<file path="config.mk">
export PLATFORM = sky130hd
export DESIGN_NAME = ps2_kb_fifo_flat
export DESIGN_NICKNAME = d
export VERILOG_FILES = /design/src/rtl/ps2_kb_fifo_pkg.sv /design/src/rtl/ps2_kb_fifo_if.sv /design/src/rtl/ps2_kb_fifo_rx.sv /design/src/rtl/ps2_kb_fifo.sv /design/src/flat_wrapper.sv
export SDC_FILE = /design/constraint.sdc
export NUM_CORES = 1
export LEC_CHECK = 0
export CORE_ASPECT_RATIO = 1.5
export CORE_MARGIN = 1
export CORE_UTILIZATION = 37
export CTS_CLUSTER_DIAMETER = 60
export DETAILED_ROUTE_END_ITERATION = 6
export PLACE_DENSITY = 0.53
export SLEW_MARGIN = 40
export SYNTH_ARGS = -nofsm -noshare
export SYNTH_HDL_FRONTEND = slang
export SYNTH_SLANG_ARGS = --single-unit
export TNS_END_PERCENT = 10
</file>
<file path="constraint.sdc">
create_clock -name clk -period 3.2 [get_ports clk]
set_clock_uncertainty 0.15 [all_clocks]
set_input_delay 0.32 -clock clk [delete_from_list [all_inputs] [get_ports clk]]
set_output_delay 0.32 -clock clk [all_outputs]
set_load 0.03 [all_outputs]
</file>
<file path="src/rtl/ps2_kb_fifo_pkg.sv">
// Shared types and constants for the PS/2 keyboard front end.
package ps2_pkg;
    typedef enum logic [1:0] {IDLE, DATA, PARITY, STOP} ps2_state_t;

    localparam int PS2_FRAME_BITS = 11;
    localparam int PS2_DATA_BITS  = 8;
endpackage

</file>
<file path="src/rtl/ps2_kb_fifo_if.sv">
// Keyboard bus: raw PS/2 lines in, FIFO head and status out to the cpu MMIO.
interface ps2_kb_fifo_if #(parameter int DATA_WIDTH = 8);
    logic                  ps2_clk;
    logic                  ps2_data;
    logic                  sig_rd_kb;
    logic [DATA_WIDTH-1:0] kb_rdata;
    logic                  kb_ready;
    logic                  kb_overflow;
    logic                  kb_frame_err;

    modport master (output ps2_clk, ps2_data, sig_rd_kb,
                    input  kb_rdata, kb_ready, kb_overflow, kb_frame_err);
    modport slave  (input  ps2_clk, ps2_data, sig_rd_kb,
                    output kb_rdata, kb_ready, kb_overflow, kb_frame_err);
endinterface

</file>
<file path="src/rtl/ps2_kb_fifo_rx.sv">
// PS/2 frame receiver: synchronisers, falling-edge detect, frame FSM.
// Define PS2_KB_TIMEOUT_EN to abort partial frames after TIMEOUT_CYCLES idle cycles.
module ps2_rx
    import ps2_pkg::*;
#(
    parameter int DATA_WIDTH     = PS2_DATA_BITS,
    parameter int TIMEOUT_CYCLES = 50000
) (
    input  logic                  clk,
    input  logic                  rst,
    input  logic                  ps2Clk,
    input  logic                  ps2Data,
    output logic                  rxValid,
    output logic [DATA_WIDTH-1:0] rxByte,
    output logic                  frameErr
);
    localparam int CW = $clog2(DATA_WIDTH);

    if (TIMEOUT_CYCLES < 2) begin : gChk
        $error("TIMEOUT_CYCLES must be >= 2");
    end

    logic [1:0]            clkSync, datSync;
    logic                  clkHist;
    logic                  fe, bitIn, frameOk, tmo;
    logic [CW-1:0]         cnt;
    logic [DATA_WIDTH-1:0] shreg;
    logic                  parBit;
    ps2_state_t            state, nextState;

    always_ff @(posedge clk or negedge rst) begin
        if (!rst) begin
            clkSync <= 2'b11;
            datSync <= 2'b11;
            clkHist <= 1'b1;
        end else begin
            clkSync <= {clkSync[0], ps2Clk};
            datSync <= {datSync[0], ps2Data};
            clkHist <= clkSync[1];
        end
    end

    assign fe      = clkHist & ~clkSync[1];
    assign bitIn   = datSync[1];
    assign frameOk = bitIn & (^{shreg, parBit});

`ifdef PS2_KB_TIMEOUT_EN
    localparam int TW = $clog2(TIMEOUT_CYCLES + 1);
    logic [TW-1:0] tmoCnt;

    always_ff @(posedge clk or negedge rst) begin
        if (!rst)                tmoCnt <= '0;
        else if (fe)             tmoCnt <= '0;
        else if (state != IDLE)  tmoCnt <= tmoCnt + 1'b1;
        else                     tmoCnt <= '0;
    end

    // an edge arriving on the expiry cycle keeps the frame alive
    assign tmo = (state != IDLE) && !fe && (tmoCnt == TW'(TIMEOUT_CYCLES - 1));
`else
    assign tmo = 1'b0;
`endif

    always_ff @(posedge clk or negedge rst) begin
        if (!rst) state <= IDLE;
        else      state <= nextState;
    end

    always_comb begin
        nextState = state;
        if (tmo) nextState = IDLE;
        else if (fe) begin
            unique case (state)
                IDLE:    if (!bitIn) nextState = DATA;
                DATA:    if (cnt == CW'(DATA_WIDTH - 1)) nextState = PARITY;
                PARITY:  nextState = STOP;
                STOP:    nextState = IDLE;
                default: nextState = IDLE;
            endcase
        end
    end

    always_ff @(posedge clk or negedge rst) begin
        if (!rst) begin
            cnt    <= '0;
            shreg  <= '0;
            parBit <= 1'b0;
        end else if (fe) begin
            if (state == IDLE) cnt <= '0;
            if (state == DATA) begin
                shreg[cnt] <= bitIn;
                cnt        <= cnt + 1'b1;
            end
            if (state == PARITY) parBit <= bitIn;
        end
    end

    always_comb begin
        rxValid  = 1'b0;
        frameErr = tmo;
        if (fe && state == STOP) begin
            rxValid  = frameOk;
            frameErr = !frameOk;
        end
    end

    assign rxByte = shreg;
endmodule

</file>
<file path="src/rtl/ps2_kb_fifo.sv">
// PS/2 keyboard front end: frame receiver feeding a fall-through scancode FIFO.
// Optional partial-frame timeout enabled by PS2_KB_TIMEOUT_EN.
module ps2_kb_fifo
    import ps2_pkg::*;
#(
    parameter int DATA_WIDTH     = PS2_DATA_BITS,
    parameter int FIFO_DEPTH     = 8,
    parameter int TIMEOUT_CYCLES = 50000
) (
    input  logic          clk,
    input  logic          rst,
    ps2_kb_fifo_if.slave  bus
);
    localparam int AW = $clog2(FIFO_DEPTH);

    if (FIFO_DEPTH < 2 || (FIFO_DEPTH & (FIFO_DEPTH - 1)) != 0) begin : gChk
        $error("FIFO_DEPTH must be a power of two >= 2");
    end

    logic                  rxValid;
    logic [DATA_WIDTH-1:0] rxByte;
    logic [AW:0]           rdPtr, wrPtr;
    logic [DATA_WIDTH-1:0] mem [FIFO_DEPTH];
    logic                  empty, full, push, pop, overflow;

    ps2_rx #(.DATA_WIDTH(DATA_WIDTH), .TIMEOUT_CYCLES(TIMEOUT_CYCLES)) uRx (
        .clk      (clk),
        .rst      (rst),
        .ps2Clk   (bus.ps2_clk),
        .ps2Data  (bus.ps2_data),
        .rxValid  (rxValid),
        .rxByte   (rxByte),
        .frameErr (bus.kb_frame_err)
    );

    assign empty = (rdPtr == wrPtr);
    assign full  = (rdPtr[AW] != wrPtr[AW]) && (rdPtr[AW-1:0] == wrPtr[AW-1:0]);
    assign pop   = bus.sig_rd_kb && !empty;
    // a pop in the same cycle frees the slot, so a full FIFO still accepts
    assign push  = rxValid && (!full || pop);

    always_ff @(posedge clk or negedge rst) begin
        if (!rst) begin
            rdPtr    <= '0;
            wrPtr    <= '0;
            overflow <= 1'b0;
        end else begin
            if (pop)  rdPtr <= rdPtr + 1'b1;
            if (push) wrPtr <= wrPtr + 1'b1;
            if (rxValid && !push) overflow <= 1'b1;
        end
    end

    always_ff @(posedge clk) begin
        if (push) mem[wrPtr[AW-1:0]] <= rxByte;
    end

    assign bus.kb_rdata    = empty ? '0 : mem[rdPtr[AW-1:0]];
    assign bus.kb_ready    = !empty;
    assign bus.kb_overflow = overflow;
endmodule

</file>
<file path="src/flat_wrapper.sv">
// flat-port wrapper written by rule: the top's interface ports become plain ports
module ps2_kb_fifo_flat import ps2_pkg::*;
#(
    parameter int DATA_WIDTH     = PS2_DATA_BITS,
    parameter int FIFO_DEPTH     = 8,
    parameter int TIMEOUT_CYCLES = 50000
)
  (clk, rst, bus_ps2_clk, bus_ps2_data, bus_sig_rd_kb, bus_kb_rdata, bus_kb_ready, bus_kb_overflow, bus_kb_frame_err);
  ps2_kb_fifo_if #(.DATA_WIDTH(DATA_WIDTH)) bus_i ();
  input  logic clk;
  input  logic rst;
  input wire logic [$bits(bus_i.ps2_clk)-1:0] bus_ps2_clk;
  input wire logic [$bits(bus_i.ps2_data)-1:0] bus_ps2_data;
  input wire logic [$bits(bus_i.sig_rd_kb)-1:0] bus_sig_rd_kb;
  output wire logic [$bits(bus_i.kb_rdata)-1:0] bus_kb_rdata;
  output wire logic [$bits(bus_i.kb_ready)-1:0] bus_kb_ready;
  output wire logic [$bits(bus_i.kb_overflow)-1:0] bus_kb_overflow;
  output wire logic [$bits(bus_i.kb_frame_err)-1:0] bus_kb_frame_err;
  assign bus_i.ps2_clk = bus_ps2_clk;
  assign bus_i.ps2_data = bus_ps2_data;
  assign bus_i.sig_rd_kb = bus_sig_rd_kb;
  assign bus_kb_rdata = bus_i.kb_rdata;
  assign bus_kb_ready = bus_i.kb_ready;
  assign bus_kb_overflow = bus_i.kb_overflow;
  assign bus_kb_frame_err = bus_i.kb_frame_err;
  ps2_kb_fifo #(.DATA_WIDTH(DATA_WIDTH), .FIFO_DEPTH(FIFO_DEPTH), .TIMEOUT_CYCLES(TIMEOUT_CYCLES)) u_core (.clk(clk), .rst(rst), .bus(bus_i));
endmodule
</file>
==> Yosys cells after proc, flatten, opt, wreduce, memory -nomap -nowiden <==
Memory sizes are Yosys's and may differ from the RTL's.
Cells that the tools add are included.
{ "totals": {"mem_count": 1, "in_bits": 5, "elab_cells": 59, "ramBits": 64, "ff_bits": 28, "romBits": 0, "latch_bits": 0} }
{ "mem_list": {"columns": ["memory", "depth", "width", "rd", "rd_clocked_by_memory_dff", "write_ports", "line_no", "source"], "rows": [
  ["u_core.mem", 8, 8, 1, 0, 1, "ps2_kb_fifo.sv:23", "logic [DATA_WIDTH-1:0] mem [FIFO_DEPTH];"]
]} }
{ "classes": {"n_mul": 0, "n_bitwise": 3, "n_reduce_logical": 18, "n_mux": 13, "n_addsub": 3, "n_shift": 0, "n_div": 0, "magnitude_cmp": 2, "eq_ne": 9} }
{ "ops": {"columns": ["cell", "n"], "rows": [
  ["$reduce_xor A9 Y1", 1],
  ["$add A4 B1 Y4 const B", 2],
  ["$bwmux W8", 1],
  ["$mux W8", 1],
  ["$pmux W2 S4", 1],
  ["$logic_and A1 B1 Y1", 6],
  ["$mux W3", 2],
  ["$reduce_and A2 Y1", 3],
  ["$mux W1", 5],
  ["$eq A2 B2 Y1 const B", 2],
  ["$eq A4 B4 Y1", 1],
  ["$logic_not A1 Y1", 4],
  ["$lt A3 B4 Y1 const B", 1],
  ["$mux W2", 2],
  ["$ne A2 B2 Y1 const B", 2],
  ["$add A3 B1 Y3 const B", 1],
  ["$demux W1 S3", 1],
  ["$eq A3 B3 Y1", 1],
  ["$eq A3 B3 Y1 const B", 1],
  ["$ge A3 B1 Y1 const B", 1],
  ["$reduce_and A3 Y1", 1],
  ["$and A1 B1 Y1", 2],
  ["$eq A2 B1 Y1 const B", 1],
  ["$logic_not A2 Y1", 1],
  ["4 further kinds", 4]
]} }

==> Logic depth before layout (Yosys ltp) <==
{ "logic_depth": {"word_depth": 7, "mapped_depth": 8, "depth_no_buf": 6} }

==> Cells and area by module <==
From an unflattened synthesis, not the netlist that was laid out.
{ "unflattened": {"hier_cells": 235, "hier_area_um2": 3968.8} }
{ "by_module_without_submodules": {"columns": ["mod", "instances", "seq_area_each_um2", "cells_each", "area_each_um2"], "rows": [
  ["ps2_kb_fifo", 1, 2147.1, 159, 3014.1],
  ["ps2_rx", 1, 481.7, 76, 954.7]
]} }

==> Least setup slack after synthesis <==
OpenSTA, ideal clock, no wires.
{ "synth_path": {"path_type": "reg2reg", "from": "register u_core.uRx.shreg[1], in the netlist u_core.uRx.rxByte[1]", "to": "memory u_core.mem[0][0] (enable)", "slack_ps": 358, "arrival_ps": 2298, "synth_period_minus_slack_ps": 2842, "setup_ps": 395, "required_ps": 2655, "stages_incl_launch_ff": 6, "path_cell_list": "dfrtp_1 xnor2_1 xnor3_1 xnor2_2 nand3_4 nor4_1"} }
{ "synth_via": {"elab_chain_len": 6} }
{ "synth_lines": {"columns": ["item", "line_no", "source"], "rows": [
  ["start, declared", "ps2_kb_fifo_rx.sv:27", "logic [DATA_WIDTH-1:0] shreg;"],
  ["start signal, assigned by index", "ps2_kb_fifo_rx.sv:91", "shreg[cnt] <= bitIn;"],
  ["$reduce_xor A9 Y1", "ps2_kb_fifo_rx.sv:45", "assign frameOk = bitIn & (^{shreg, parBit});"],
  ["$and A1 B1 Y1", "ps2_kb_fifo_rx.sv:45", null],
  ["$mux W1", "ps2_kb_fifo_rx.sv:101", "if (fe && state == STOP) begin"],
  ["$logic_and A1 B1 Y1", "ps2_kb_fifo.sv:40", "assign push = rxValid && (!full || pop);"],
  ["$mux W1", "ps2_kb_fifo.sv:55", "if (push) mem[wrPtr[AW-1:0]] <= rxByte;"],
  ["$mux W1 (implied by the code)", "ps2_kb_fifo.sv:55", null],
  ["end, declared", "ps2_kb_fifo.sv:23", null]
]} }
Every way passes these cells.

==> Worst setup path after layout <==
{ "layout_path": {"from": "register u_core.wrPtr[2]", "to": "output port bus_kb_ready"} }
{ "layout_via": {"elab_chain_len": 2} }
{ "layout_lines": {"columns": ["item", "line_no", "source"], "rows": [
  ["start, declared", "ps2_kb_fifo.sv:22", "logic [AW:0] rdPtr, wrPtr;"],
  ["start signal, assigned", "ps2_kb_fifo.sv:49", "if (push) wrPtr <= wrPtr + 1'b1;"],
  ["$eq A4 B4 Y1", "ps2_kb_fifo.sv:36", "assign empty = (rdPtr == wrPtr);"],
  ["$logic_not A1 Y1", "ps2_kb_fifo.sv:59", "assign bus.kb_ready = !empty;"],
  ["end, declared", "flat_wrapper.sv:16", "output wire logic [$bits(bus_i.kb_ready)-1:0] bus_kb_ready;"]
]} }
Every way passes these cells.

==> key figures <==
Worst setup path
  • R2r startpoint: u_core.uRx.rxByte[1]
  • Max FO, Critical Path: 9
  • Max incr delay on CP: roughly 0.63 ns
  • R2R depth: 6
  • Worst endpoint required time: approximately 2.7 ns
  • CP cell instances: xor2_1, nor3_1, and2_1, inv_1, clkdlybuf4s50_1
  • CP startpoint: u_core.wrPtr[2]
  • Crit path buf inv count: 2
  • CP arrival: ~2.5 ns
  • CP endpoint: bus_kb_ready
  • Reg-to-reg endpoint: u_core.mem[1][1]
  • Crit path kind: reg2out
  • Worst path depth: 5
  • R2r setup slk: about 0.58 ns
  • Top delay family on crit path: buffers and inverters
  • Crit-path slowest cell: clkdlybuf4s50_1
  • CP Capture Type: output pin
  • Startpoint types: flop

STA
  • Tmin final: between 2 and 3 ns
  • Setup_tns: 0 ns
  • Worst-margin pin slew: around 0.45 ns
  • Final Hold Slack: slightly above 0.2 ns
  • Final Max Tran Viols: 0
  • Unrepaired setup endpoints after global routing: false
  • Final period util: approximately 94%
  • Achievable Freq: about 330 MHz
  • Final hold violation count: 0
  • Final setup violation count: 0
  • Worst slew margin: ~70%

Clock tree
  • TritonCTS buffer count: 9
  • Reg clk slew, reported paths: 0.06 ns
  • CTS tree: yes
  • Hold buffers post-CTS: 0
  • Max Root-Sink Buffers: 2
  • Root buffer cell: clkbuf_16
  • Clock sink total: 92
  • Postcts setup bufs: 0
  • H-Tree Depth: 3
  • Worst skew pair latency: roughly 0.33 ns
  • Post_cts resized: 1

Floorplanning
  • Core area: roughly 0.010 mm²
  • Die Wd: between 80 and 90 µm
  • Starting Density: a little under two fifths
  • Die Ht: between 100 and 150 µm
  • Num rows: 45
  • Die area: around 0.011 mm²
  • IO Pins: 16

Drt
  • Antenna-violating nets left: 0
  • DR pass1 iterations: 4
  • DR DRC count: 0
  • Drt via density: between 4 and 5
  • DR iter-0 viols: 120
  • Vias after detailed routing: about 1900
  • Per-cell routed wire length: 17.1 µm
  • Post-Route WL: a little under 7000 µm

Power and ir drop
  • P_leak: about 1.7 nW
  • Power per Cell Area: roughly 900 mW/mm²
  • Worst VDD drop: between 0.0003 and 0.0004 V

Synthesis
  • Main combinational cell family by area after synthesis: multiplexers
  • Cells after synthesis: ~230
  • Post-synthesis mux area share: between 10 and 15%
  • Number of enable flip-flop cells after synthesis: between 60 and 70
  • Post-synthesis compound-gate area fraction: 1.28%
  • Post-Synth Simple-Gate Area: approximately 7.0%
  • Mapped cell area: approximately 0.004 mm²
  • Seq/Total Area, Yosys: between 60% and 70%
  • Yosys warnings: 0
  • Post-Syn Area per Cell: approximately 17 µm²
  • Synth Area in XOR/XNOR: under 10%
  • Unique masters post-synth: 35
  • Post-synthesis adder-cell area fraction: under 10%
  • Synthesized net count: around 250
  • Top FF cell, synth: edfxtp_1
  • Post-synth ARST share: between 30% and 40%
  • Synth Register Bits: about 90

GRT
  • First-pass GRT wire length: between 10000 and 15000 µm
  • Initial antenna violation count: 0
  • Total Routing Usage GR: 14.2%
  • Pin count of the biggest net entering global routing: 29
  • Number of global-route vias before repair: 2000
  • GRT overflow: 0

Job
  • Max-cap violations: 0

Run status
  • Status: completed

Placement
  • I/O Buffers: 15
  • GPL Wtd Cong: ~0.69
  • Detailed placement HPWL: 4490 µm

Final layout
  • Fill cells: 889
  • Register area: 0.00263 mm²
  • Share of layout cells above drive strength 1: between 20% and 30%
  • ANT cells: 0
  • Area Overhead vs Synth: 17.3%
  • Area of the multi-input gates: approximately 0.0012 mm²
  • Nets: 272

Worst hold path
  • Hold Crit Class: reg2reg
## final cells by class
| type | instances | area share, % |
|---|---|---|
| clock buffer | 11 | 5.29 |
| clock inverter | 5 | 1.64 |
| multi-input combinational | 121 | 26.1 |
| sequential | 92 | 57.3 |
| timing repair buffer | 28 | 5.37 |
| tap | 141 | 3.85 |
| inverter | 6 | 0.491 |
## worst register-to-register path, stage by stage (launching register included)
cell	delay, ns
dfrtp_1	0.48
xnor2_1	0.23
xnor3_1	0.47
xnor2_2	0.31
nand3_4	0.19
nor4b_2	0.24
buf_4	0.24
## placed cells by master, fill, tap and decap left out, drive strengths merged, types with 9 or more instances in the layout
| cell type | Yosys | routed |
|---|---|---|
| clkbuf | 4 | 11 |
| edfxtp | 64 | 64 |
| mux2 | 12 | 12 |
| mux4 | 16 | 16 |
| buf | 9 | 13 |
| nand2 | 10 | 10 |
| dfrtp | 23 | 23 |
| nor2 | 15 | 15 |
| xnor2 | 12 | 12 |
| ha | 9 | 9 |
| clkdlybuf4s50 | 0 | 14 |
## metrics by stage
stage,std cells,area [µm²],util [%],total power [mW],worst slack [ns]
2_1_floorplan,232,3910,-,2.71,0.358
3_5_place_dp,388,4270,41.9,3.14,0.352
6_report,404,4590,45.0,4.19,0.206
3_3_place_gp,388,4270,41.9,3.12,0.366
4_1_cts,404,4590,45.0,4.26,0.130
5_1_grt,404,4590,45.0,4.40,0.00331
## where the power goes
| group | switching, mW | internal [mW] |
|---|---|---|
| registers | 0.175 | 1.46 |
| clock network | 0.410 | 0.701 |
| logic | 0.745 | 0.690 |
| total | 1.33 | 2.86 |
## synth_stat cells, drive strengths merged (4+ instances only)
library cell / number / area [µm²]
buf: 9 / 48.8
clkbuf: 4 / 15.0
dfrtp: 23 / 576
dfstp: 5 / 131
edfxtp: 64 / 1920
ha: 9 / 113
inv: 6 / 22.5
mux2: 12 / 139
mux2i: 8 / 80.1
mux4: 16 / 360
nand2: 10 / 37.5
nand3: 6 / 42.5
nor2: 15 / 56.3
nor3: 5 / 25.0
nor4: 4 / 25.0
xnor2: 12 / 120
xor2: 4 / 35.0
## worst min-delay path by stage
stage	from	endpoint	slack, ns	cells after the start
global placement	u_core.uRx.clkSync[0]	u_core.uRx.clkSync[1]	0.20	0
finish	u_core.uRx.datSync[0]	u_core.uRx.datSync[1]	0.21	0
floorplan	rst	u_core.bus.kb_overflow	-0.13	0
detailed placement	u_core.uRx.datSync[0]	u_core.uRx.datSync[1]	0.20	0
CTS	u_core.uRx.datSync[0]	u_core.uRx.datSync[1]	0.21	0
global route	u_core.uRx.datSync[0]	u_core.uRx.datSync[1]	0.21	0
## kinds of logic (layout without fill, tap and decap cells)
| family | after synthesis | after routing |
|---|---|---|
| AOI/OAI and AO/OA | 7 | 7 |
| xor gates and xnor gates | 17 | 17 |
| adders and majority gates | 9 | 9 |
| buffers and inverters | 19 | 50 |
| DFF | 92 | 92 |
| muxes | 36 | 36 |
| and+or+nand+nor | 52 | 52 |
## flip-flops by register name (all words and copies together), names as in the netlist
register and count:
u_core.uRx.cnt 3, u_core.uRx.clkHist 1, u_core.wrPtr 4, u_core.bus.kb_overflow 1
u_core.uRx.clkSync 2, u_core.uRx.rxByte 8, u_core.uRx.state 2, u_core.mem 64
u_core.rdPtr 4, u_core.uRx.datSync 2, u_core.uRx.parBit 1
## routing by layer
layer / part of all wire, % / global-route usage (%) / vias to the layer above
li1: - / - / 921
met1: 40 / 16.6 / 984
met2: 55 / 24.9 / 24
met3: 2.1 / 1.93 / 13
met4: 2.5 / 7.65 / 0
met5: 0 / 0 / -
Note: power is estimated with default switching activity, not from simulation.
